[config.mk]
export PLATFORM = sky130hd
export DESIGN_NAME = vending_machine_param
export DESIGN_NICKNAME = d
export VERILOG_FILES = /design/src/rtl/vending_pkg.sv /design/src/rtl/vending_stock.sv /design/src/rtl/vending_machine_param.sv
export SDC_FILE = /design/constraint.sdc
export NUM_CORES = 1
export LEC_CHECK = 0
export CORE_ASPECT_RATIO = 2
export CORE_MARGIN = 2
export CORE_UTILIZATION = 42
export DETAILED_ROUTE_END_ITERATION = 8
export PLACE_DENSITY_LB_ADDON = 0.25
export RECOVER_POWER = 50
export SLEW_MARGIN = 20
export SYNTH_ARGS = -nofsm -noshare
export SYNTH_HDL_FRONTEND = slang
export SYNTH_SLANG_ARGS = --single-unit
[constraint.sdc]
create_clock -name clk -period 3.6 [get_ports clk]
set_input_delay 0.54 -clock clk [delete_from_list [all_inputs] [get_ports clk]]
set_output_delay 0.54 -clock clk [all_outputs]
set_load 0.03 [all_outputs]
[src/rtl/vending_pkg.sv]
`default_nettype none
// ---------------------------------------------------------------------------
// vending_pkg : coin values, FSM state encoding and refund step for the
//               parametrised vending controller.   rev 1.0
// ---------------------------------------------------------------------------
package vending_pkg;

  localparam int COIN_NICKEL  = 5;
  localparam int COIN_DIME    = 10;
  localparam int COIN_QUARTER = 25;
  localparam int NICKEL_STEP  = 5;

  typedef enum logic [1:0] {
    IDLE   = 2'd0,
    VEND   = 2'd1,
    CHANGE = 2'd2
  } state_t;

endpackage : vending_pkg
`default_nettype wire

[src/rtl/vending_stock.sv]
`default_nettype none
// ---------------------------------------------------------------------------
// vending_stock : per-item stock counter with restock load and vend decrement.
//                 rev 1.0
// ---------------------------------------------------------------------------
module vending_stock #(
  parameter int unsigned STOCK_W    = 4,
  parameter int unsigned STOCK_INIT = 10
) (
  input  logic clk,
  input  logic rst,
  input  logic i_restock,
  input  logic i_dec,
  output logic o_empty
);

  logic [STOCK_W-1:0] r_count;

  // Restock wins over a same-cycle vend decrement.
  always_ff @(posedge clk or posedge rst) begin
    if (rst) begin
      r_count <= STOCK_W'(STOCK_INIT);
    end else if (i_restock) begin
      r_count <= STOCK_W'(STOCK_INIT);
    end else if (i_dec && (r_count != '0)) begin
      r_count <= r_count - STOCK_W'(1);
    end
  end

  assign o_empty = (r_count == '0);

endmodule : vending_stock
`default_nettype wire

[src/rtl/vending_machine_param.sv]
`default_nettype none
// ---------------------------------------------------------------------------
// vending_machine_param : N-item vending controller with coin capping,
//                         cancel/refund and nickel-per-cycle change.  rev 1.0
// ---------------------------------------------------------------------------
module vending_machine_param
  import vending_pkg::*;
#(
  parameter int unsigned                       NUM_ITEMS  = 2,
  parameter int unsigned                       CREDIT_W   = 8,
  parameter logic [NUM_ITEMS*CREDIT_W-1:0]     PRICES     = {8'd45, 8'd45},
  parameter int unsigned                       MAX_CREDIT = 95,
  parameter int unsigned                       STOCK_W    = 4,
  parameter int unsigned                       STOCK_INIT = 10
) (
  input  logic                 clk,
  input  logic                 rst,
  input  logic                 i_nickel,
  input  logic                 i_dime,
  input  logic                 i_quarter,
  input  logic [NUM_ITEMS-1:0] i_select,
  input  logic                 i_cancel,
  input  logic [NUM_ITEMS-1:0] i_restock,
  output logic [NUM_ITEMS-1:0] o_give,
  output logic                 o_deny,
  output logic                 o_coin_reject,
  output logic                 o_nickel_out,
  output logic [CREDIT_W-1:0]  o_credit,
  output logic                 o_busy
);

  state_t                r_state;
  state_t                w_state_nxt;
  logic [CREDIT_W-1:0]   r_credit;
  logic [CREDIT_W-1:0]   w_credit_nxt;
  logic [NUM_ITEMS-1:0]  r_give;
  logic [NUM_ITEMS-1:0]  w_give_nxt;
  logic                  r_deny;
  logic                  w_deny_nxt;
  logic                  r_coin_reject;
  logic                  w_reject_nxt;
  logic                  w_vend;
  logic                  w_event;

  logic [NUM_ITEMS-1:0]  w_sel_1h;
  logic [NUM_ITEMS-1:0]  w_empty;
  logic [NUM_ITEMS-1:0]  w_dec;
  logic [CREDIT_W-1:0]   w_price;
  logic                  w_can_vend;
  logic                  w_coin_any;
  logic [CREDIT_W:0]     w_sum;
  logic [CREDIT_W:0]     w_total;
  logic                  w_coin_fits;

  // Isolate the lowest set select bit.
  assign w_sel_1h = i_select & (~i_select + NUM_ITEMS'(1));

  always_comb begin
    w_price = '0;
    for (int i = 0; i < int'(NUM_ITEMS); i++) begin
      if (w_sel_1h[i]) begin
        w_price = w_price | PRICES[i*CREDIT_W +: CREDIT_W];
      end
    end
  end

  assign w_can_vend = (r_credit >= w_price) && (|(w_sel_1h & ~w_empty));

  assign w_coin_any  = i_nickel | i_dime | i_quarter;
  assign w_sum       = (i_nickel  ? (CREDIT_W+1)'(COIN_NICKEL)  : '0)
                     + (i_dime    ? (CREDIT_W+1)'(COIN_DIME)    : '0)
                     + (i_quarter ? (CREDIT_W+1)'(COIN_QUARTER) : '0);
  assign w_total     = {1'b0, r_credit} + w_sum;
  assign w_coin_fits = (w_total <= (CREDIT_W+1)'(MAX_CREDIT));

  genvar gi;
  generate
    for (gi = 0; gi < int'(NUM_ITEMS); gi++) begin : g_stock
      vending_stock #(
        .STOCK_W   (STOCK_W),
        .STOCK_INIT(STOCK_INIT)
      ) u_stock (
        .clk      (clk),
        .rst      (rst),
        .i_restock(i_restock[gi]),
        .i_dec    (w_dec[gi]),
        .o_empty  (w_empty[gi])
      );
    end
  endgenerate

  assign w_dec = w_vend ? w_sel_1h : '0;

  always_ff @(posedge clk or posedge rst) begin
    if (rst) begin
      r_state       <= IDLE;
      r_credit      <= '0;
      r_give        <= '0;
      r_deny        <= 1'b0;
      r_coin_reject <= 1'b0;
    end else begin
      r_state       <= w_state_nxt;
      r_credit      <= w_credit_nxt;
      r_give        <= w_give_nxt;
      r_deny        <= w_deny_nxt;
      r_coin_reject <= w_reject_nxt;
    end
  end

  always_comb begin
    w_state_nxt  = r_state;
    w_credit_nxt = r_credit;
    w_give_nxt   = '0;
    w_deny_nxt   = 1'b0;
    w_reject_nxt = 1'b0;
    w_vend       = 1'b0;
    w_event      = 1'b0;
    unique case (r_state)
      IDLE: begin
        if (i_cancel && (r_credit != '0)) begin
          w_event     = 1'b1;
          w_state_nxt = CHANGE;
        end else if (|i_select) begin
          if (w_can_vend) begin
            w_event      = 1'b1;
            w_vend       = 1'b1;
            w_credit_nxt = r_credit - w_price;
            w_give_nxt   = w_sel_1h;
            w_state_nxt  = VEND;
          end else begin
            w_deny_nxt = 1'b1;
          end
        end
        // Coins only land when no cancel/vend consumed this cycle.
        if (w_coin_any) begin
          if (!w_event && w_coin_fits) begin
            w_credit_nxt = w_total[CREDIT_W-1:0];
          end else begin
            w_reject_nxt = 1'b1;
          end
        end
      end
      VEND: begin
        w_reject_nxt = w_coin_any;
        w_state_nxt  = (r_credit != '0) ? CHANGE : IDLE;
      end
      CHANGE: begin
        w_reject_nxt = w_coin_any;
        if (r_credit <= CREDIT_W'(NICKEL_STEP)) begin
          w_credit_nxt = '0;
          w_state_nxt  = IDLE;
        end else begin
          w_credit_nxt = r_credit - CREDIT_W'(NICKEL_STEP);
        end
      end
      default: begin
        w_state_nxt = IDLE;
      end
    endcase
  end

  assign o_give        = r_give;
  assign o_deny        = r_deny;
  assign o_coin_reject = r_coin_reject;
  assign o_credit      = r_credit;
  assign o_nickel_out  = (r_state == CHANGE);
  assign o_busy        = (r_state != IDLE);

endmodule : vending_machine_param
`default_nettype wire

==> flow_summary_export.csv, run 1 <==
group,metric,value,unit
synth,netlist_instances,246,
synth,yosys.area.top_type,"dfrtp_1",
clock_tree,numCtsBuffers,3,
sta,period_needed,3433,ps
critical_path,start_kind,"primary input",
synth,yosysWarnings,0,
place,hpwl,4975,microns
power,ir_drop,0.4697,mV
synth,synth.area.top_cells,"dfrtp_1 (21%), ha_1 (12%), dfstp_2 (4.9%), nor2_1 (4.6%), xnor2_1 (4.5%)",
synth,synthArstFlopShare,100.0,%
place,portBuffers,23,
floorplanning,top_level_ports,24,
run_status,status,"completed",
clock_tree,clock-root-buffer,"clkbuf_8",
place,post-place-cells,354,
sta,maxSlewHeadroom,42.47,%
grt,grt_pass1_vias,2220,
grt,grt-ovfl-total,0,
power,power_per_cell_area,920.5,nW/um^2
detailed_routing,dr.pass1.iters,4,
critical_path,slowest_delay,570,ps
synth,synth_edf_count,0,
detailed_routing,wire_per_inst,17.12,microns
detailed_routing,met3_length,172,microns
sta,slew_violations,0,
grt,grt_usage,23.77,%
sta,fin_skew,6.378,ps
synth,synth_ff_type,"dfrtp_1",
floorplanning,dieArea,5681,sq um
detailed_routing,via_count,2140,
layout,drive_gt1_share,23.59,%
flow_run,maxCapViolCount,0,
sta,min_period_over_period,95.35,%
sta,final-setup-viol-count,0,
power,power,2.550,mW
power,power_leakage,1.254,nW
floorplanning,die_w,54.31,microns
critical_path,crit_arrival,3590,ps
detailed_routing,top_layer,"met4",
clock_tree,htree_levels,1,
layout,stdcell_area,2770,sq um
grt,grt_max_degree,23,
critical_path,crit_fanout,4,
place,dp_slack,-428.4,ps
critical_path,cp.required,3760,ps
floorplanning,die_h,104.6,microns
floorplanning,design.core.area,4865,sq um
sta,rsz0062_at_grt,"false",
clock_tree,clockBufferDepth,2,
layout,area_delta_synth_final,30.31,%
critical_path,critical-path-slowest-cell,"or4_4",
critical_path,cp_cell_sequence,"dlygate4sd2_1, buf_4, ha_4, ha_4, fa_2, a2111oi_2, buf_4, o2111a_1, or4_4, or4_4, a21oi_4, mux2i_1, a221o_1",
clock_tree,ctsHoldBuffers,0,
detailed_routing,via_per_inst,5.978,
detailed_routing,routed-wl-met2,3383,microns
layout,nets,337,
clock_tree,cts_tree,"yes",
worst_hold_path,hold_class,"reg -> reg",
place,placed_cell_area,2623,sq um
sta,max_freq,291.3,MHz
layout,n_fill_cell,467,
critical_path,cp-end-kind,"flop",
sta,setup_ws,167.3,ps
layout,finish.utilization,56.94,%
synth,yosysSeqAreaShare,26.13,%
critical_path,critPathKind,"in -> reg",
detailed_routing,wl,6129,microns
place,gp_congestion,0.9213,
layout,layout.cells.non_filler,358,
synth,synth.distinct_cells,54,
sta,tightest_slew,862.0,ps
clock_tree,numClockSinks,22,
synth,synth.top_cell.area_share,21.19,%
clock_tree,clk_pin_slew,80,ps
synth,syn_nets,280,
synth,syn_area_per_cell,8.641,sq um
synth,synth-seq-cells,22,
grt,antenna_found_initial,0,
floorplanning,num_rows,36,
clock_tree,clk_latency,270,ps
layout,diodes,0,
detailed_routing,wl_met1,2105,microns
grt,grt_pass1_wl,9998,microns
detailed_routing,first_iter_violations,73,
sta,hold_viol_final,0,
synth,synth_area,2126,sq um
floorplanning,start_util,43.70,%
detailed_routing,drc,0,
detailed_routing,drt.antenna.violating_nets,0,
registers in the layout (all words and copies together), names as in the netlist:
register / flops
o_give: 2
g_stock.u_stock.r_count: 8
r_state: 2
o_credit: 8
o_coin_reject: 1
o_deny: 1
worst paths after layout:
path | start | to | slack [ps] | depth (start not counted)
hold / removal | g_stock[0].u_stock.r_count[3] | g_stock[0].u_stock.r_count[3] | 560 | 2
setup reg to reg | o_credit[0] | o_credit[3] | 190 | 10
hold reg to reg | g_stock[0].u_stock.r_count[3] | g_stock[0].u_stock.r_count[3] | 560 | 2
max in group asynchronous | rst | o_credit[4] | 2180 | 2
setup / recovery | i_dime | o_credit[3] | 170 | 13
min in group asynchronous | rst | g_stock[1].u_stock.r_count[0] | 880 | 2
critical path: cells and delay by family:
kind | cells | cell delay (ps)
and+or+nand+nor | 2 | 990
AOI/OAI and AO/OA | 4 | 800
adders and majority gates | 3 | 640
buffers and inverters | 3 | 530
muxes | 1 | 100
synth_stat cells (all sizes together), types with 3 or more instances:
cell type,n
buf,5
dfrtp,18
dfstp,4
nor4b,3
a211oi,4
a21o,4
a2111oi,3
inv,22
or4,4
nand2,10
a21oi,20
nor3,14
xor2,6
fa,3
nor2,26
o21ai,19
xnor2,11
nand2b,5
mux2i,3
ha,21
or2,3
o31a,3
area by class of cell:
cell class / count / area, sq um / area share [%]
multi-input combinational: 195 / 1519 / 54.83
timing repair buffer: 59 / 500.5 / 18.07
tap: 57 / 71.32 / 2.575
sequential: 22 / 555.5 / 20.05
clock buffer: 3 / 41.29 / 1.491
inverter: 22 / 82.58 / 2.981
through the flow:
step / setup TNS, ps / hold slack (ps)
final: 0 / 559.1
after global routing: 0 / 606.9
after CTS: 0 / 567.1
after detailed placement: -3304 / 556.4
after global placement: -2874 / 542.9
after floorplan: 0 / 520.0
where the power goes:
group	total (mW)	internal, mW	switching, mW
Clock	0.158	0.0749	0.0830
Combinational	2.02	0.934	1.08
Sequential	0.375	0.321	0.0540
routing by layer:
| metal | up-vias | track usage, % |
|---|---|---|
| met5 | - | 0 |
| met4 | 0 | 16.07 |
| met3 | 29 | 1.429 |
| met2 | 65 | 43.29 |
| met1 | 1039 | 23.25 |
| li1 | 1007 | - |
logic make-up (layout without fill, tap and decap cells):
| kind of cell | Yosys count | count (layout) | share of synthesized area (%) |
|---|---|---|---|
| XOR/XNOR | 17 | 17 | 7.004 |
| multiplexers | 5 | 5 | 2.472 |
| AO/OA/AOI/OAI | 71 | 71 | 22.60 |
| adder cells (fa/ha/maj) | 24 | 24 | 15.19 |
| buffers and inverters | 29 | 84 | 7.062 |
| flip-flops | 22 | 22 | 26.13 |
| AND/OR/NAND/NOR | 78 | 78 | 19.54 |
timing repair:
action	4_1_cts	5_1_grt
resized for setup	9	16
pin swaps	3	6
setup endpoints to repair	8	7
buffers inserted	1	0
cells in the final DEF, fill, tap and decap left out, types with 3 or more instances in the layout:
master            n
buf_4            35
or2_2             3
xor2_1            6
nor3_1           14
inv_1            21
a21oi_1          17
ha_4              5
mux2i_1           3
dlygate4sd3_1     7
or4_4             3
xnor2_1          11
nand2_1           9
dfrtp_1          18
clkdlybuf4s50_1  13
clkbuf_8          3
nand2b_1          5
dfstp_2           4
nor2_1           26
a211oi_1          4
nor4b_1           3
ha_1             16
o21ai_0          17
No activity file was read; power rests on OpenSTA's default activity.
==> run 2: changes to the inputs <==
Settings changed: SETUP_SLACK_MARGIN from default to 0.2.
==> run 2 against run 1 <==
Sequential power rose by 4%. Core utilization rose by 2.1 points. Power rose by 5.4%. Clock power rose by 49%. Combinational power rose by 2%. Fmax rose by 4.6%. Die area did not move. Critical path depth fell by 2. Critical path type unchanged. Highest routed layer unchanged.
==> flow_summary_export.csv, run 2 (same netlist as run 1, synthesis figures left out) <==
group,metric,value,unit
run_status,status,"completed",
detailed_routing,drc,0,
critical_path,crit_arrival,3430,ps
sta,max_freq,304.8,MHz
floorplanning,num_rows,36,
layout,finish.utilization,59.03,%
grt,grt_use_met3,2.429,%
layout,final_common_cell,"buf_4",
detailed_routing,first_iter_violations,43,
place,dp_slack,-420.0,ps
floorplanning,die_h,104.6,microns
sta,slew_violations,0,
clock_tree,clockBufferDepth,2,
grt,grt_usage,23.00,%
sta,hold_viol_final,0,
floorplanning,design.core.area,4865,sq um
layout,n_fill_cell,450,
grt,grt-ovfl-total,0,
layout,diodes,0,
critical_path,cp-end-kind,"flop",
layout,layout.cells.non_filler,365,
power,power_leakage,1.288,nW
sta,final-setup-viol-count,0,
clock_tree,clock-root-buffer,"clkbuf_8",
clock_tree,cts_tree,"yes",
place,hpwl,4676,microns
grt,grt_pass1_vias,2128,
sta,min_period_over_period,91.13,%
critical_path,crit_fanout,9,
floorplanning,dieArea,5681,sq um
sta,rsz0062_at_grt,"false",
clock_tree,ctsHoldBuffers,0,
clock_tree,clk_pin_slew,80,ps
layout,multi_input_area,1548,sq um
flow_run,maxCapViolCount,0,
detailed_routing,drt.antenna.violating_nets,0,
layout,stdcell_area,2872,sq um
grt,global_route.peak_usage_layer,"met2",
floorplanning,start_util,43.70,%
sta,maxSlewHeadroom,41.28,%
floorplanning,die_w,54.31,microns
layout,final_cell_mix,"buf_4 (41), nor2_1 (26), o21ai_0 (19), inv_1 (18)",
clock_tree,numClockSinks,22,
clock_tree,htree_levels,1,
sta,tightest_slew,879.8,ps
clock_tree,numCtsBuffers,3,
grt,use_met1,22.16,%
layout,seq_area,558.0,sq um
sta,hold-worst-slack,553.8,ps
place,placed_cell_area,2621,sq um
detailed_routing,wl,6134,microns
place,portBuffers,23,
layout,nets,343,
sta,fin_skew,6.272,ps
detailed_routing,wire_per_inst,16.81,microns
detailed_routing,dr.pass1.iters,6,
floorplanning,top_level_ports,24,
place,post-place-cells,352,
grt,grt_pass1_wl,9563,microns
worst_hold_path,hold_class,"reg -> reg",
power,power,2.688,mW
sta,finalSetupTns,0,ps
critical_path,critPathKind,"in -> reg",
detailed_routing,via_per_inst,5.679,
grt,grt.met2_usage,40.88,%
grt,grt_max_degree,23,
layout,drive_gt1_share,28.90,%
sta,period_needed,3281,ps
sta,setup_ws,319.4,ps
place,gp_congestion,0.9112,
power,ir_drop,0.5613,mV
grt,antenna_found_initial,0,
critical_path,start_kind,"primary input",
detailed_routing,via_count,2073,
power,power_per_cell_area,936.1,nW/um^2
critical_path,cp.required,3740,ps
layout,area_delta_synth_final,35.08,%
clock_tree,clk_latency,270,ps
[run 2: area by class of cell]
type | count | area share (%)
Multi-Input combinational cell | 195 | 53.90
Sequential cell | 22 | 19.43
Timing Repair Buffer | 65 | 18.82
Inverter | 22 | 2.876
Tap cell | 57 | 2.484
Clock buffer | 3 | 1.438
Clock inverter | 1 | 1.046
[run 2: path summary, 6_finish.rpt]
path / start / to / slack, ps / cells after the start
max: i_select[0] / o_credit[1] / 320 / 11
min: g_stock[0].u_stock.r_count[3] / g_stock[0].u_stock.r_count[3] / 550 / 2
max reg2reg: o_credit[3] / o_credit[0] / 350 / 13
min reg2reg: g_stock[0].u_stock.r_count[3] / g_stock[0].u_stock.r_count[3] / 550 / 2
max in group asynchronous: rst / o_credit[3] / 2120 / 2
min in group asynchronous: rst / o_credit[0] / 890 / 2
[run 2: worst max-delay path, stage by stage]
cell and delay, ps:
clkdlybuf4s50_1 490, nor2_1 90, buf_4 160, ha_1 380, nand4_1 160, o31a_2 320
a32oi_1 330, buf_4 210, nand2_2 140, a2111oi_0 500, a211oi_1 80
[run 2: repair_timing]
item	in CTS	in global routing
endpoints found under the setup margin	8	8
pin swaps	9	8
buffers inserted	1	8
resized for setup	25	12
[run 2: per-layer routing]
layer	vias up	share of wire (%)
met5	-	0
met4	0	6.0
met3	25	2.2
met2	50	57
met1	982	34
li1	1016	-
[run 2: power by group]
group,switching [mW],internal [mW],total [mW]
logic,1.10,0.965,2.06
clock network,0.0859,0.149,0.235
registers,0.0667,0.323,0.389
total,1.25,1.44,2.69
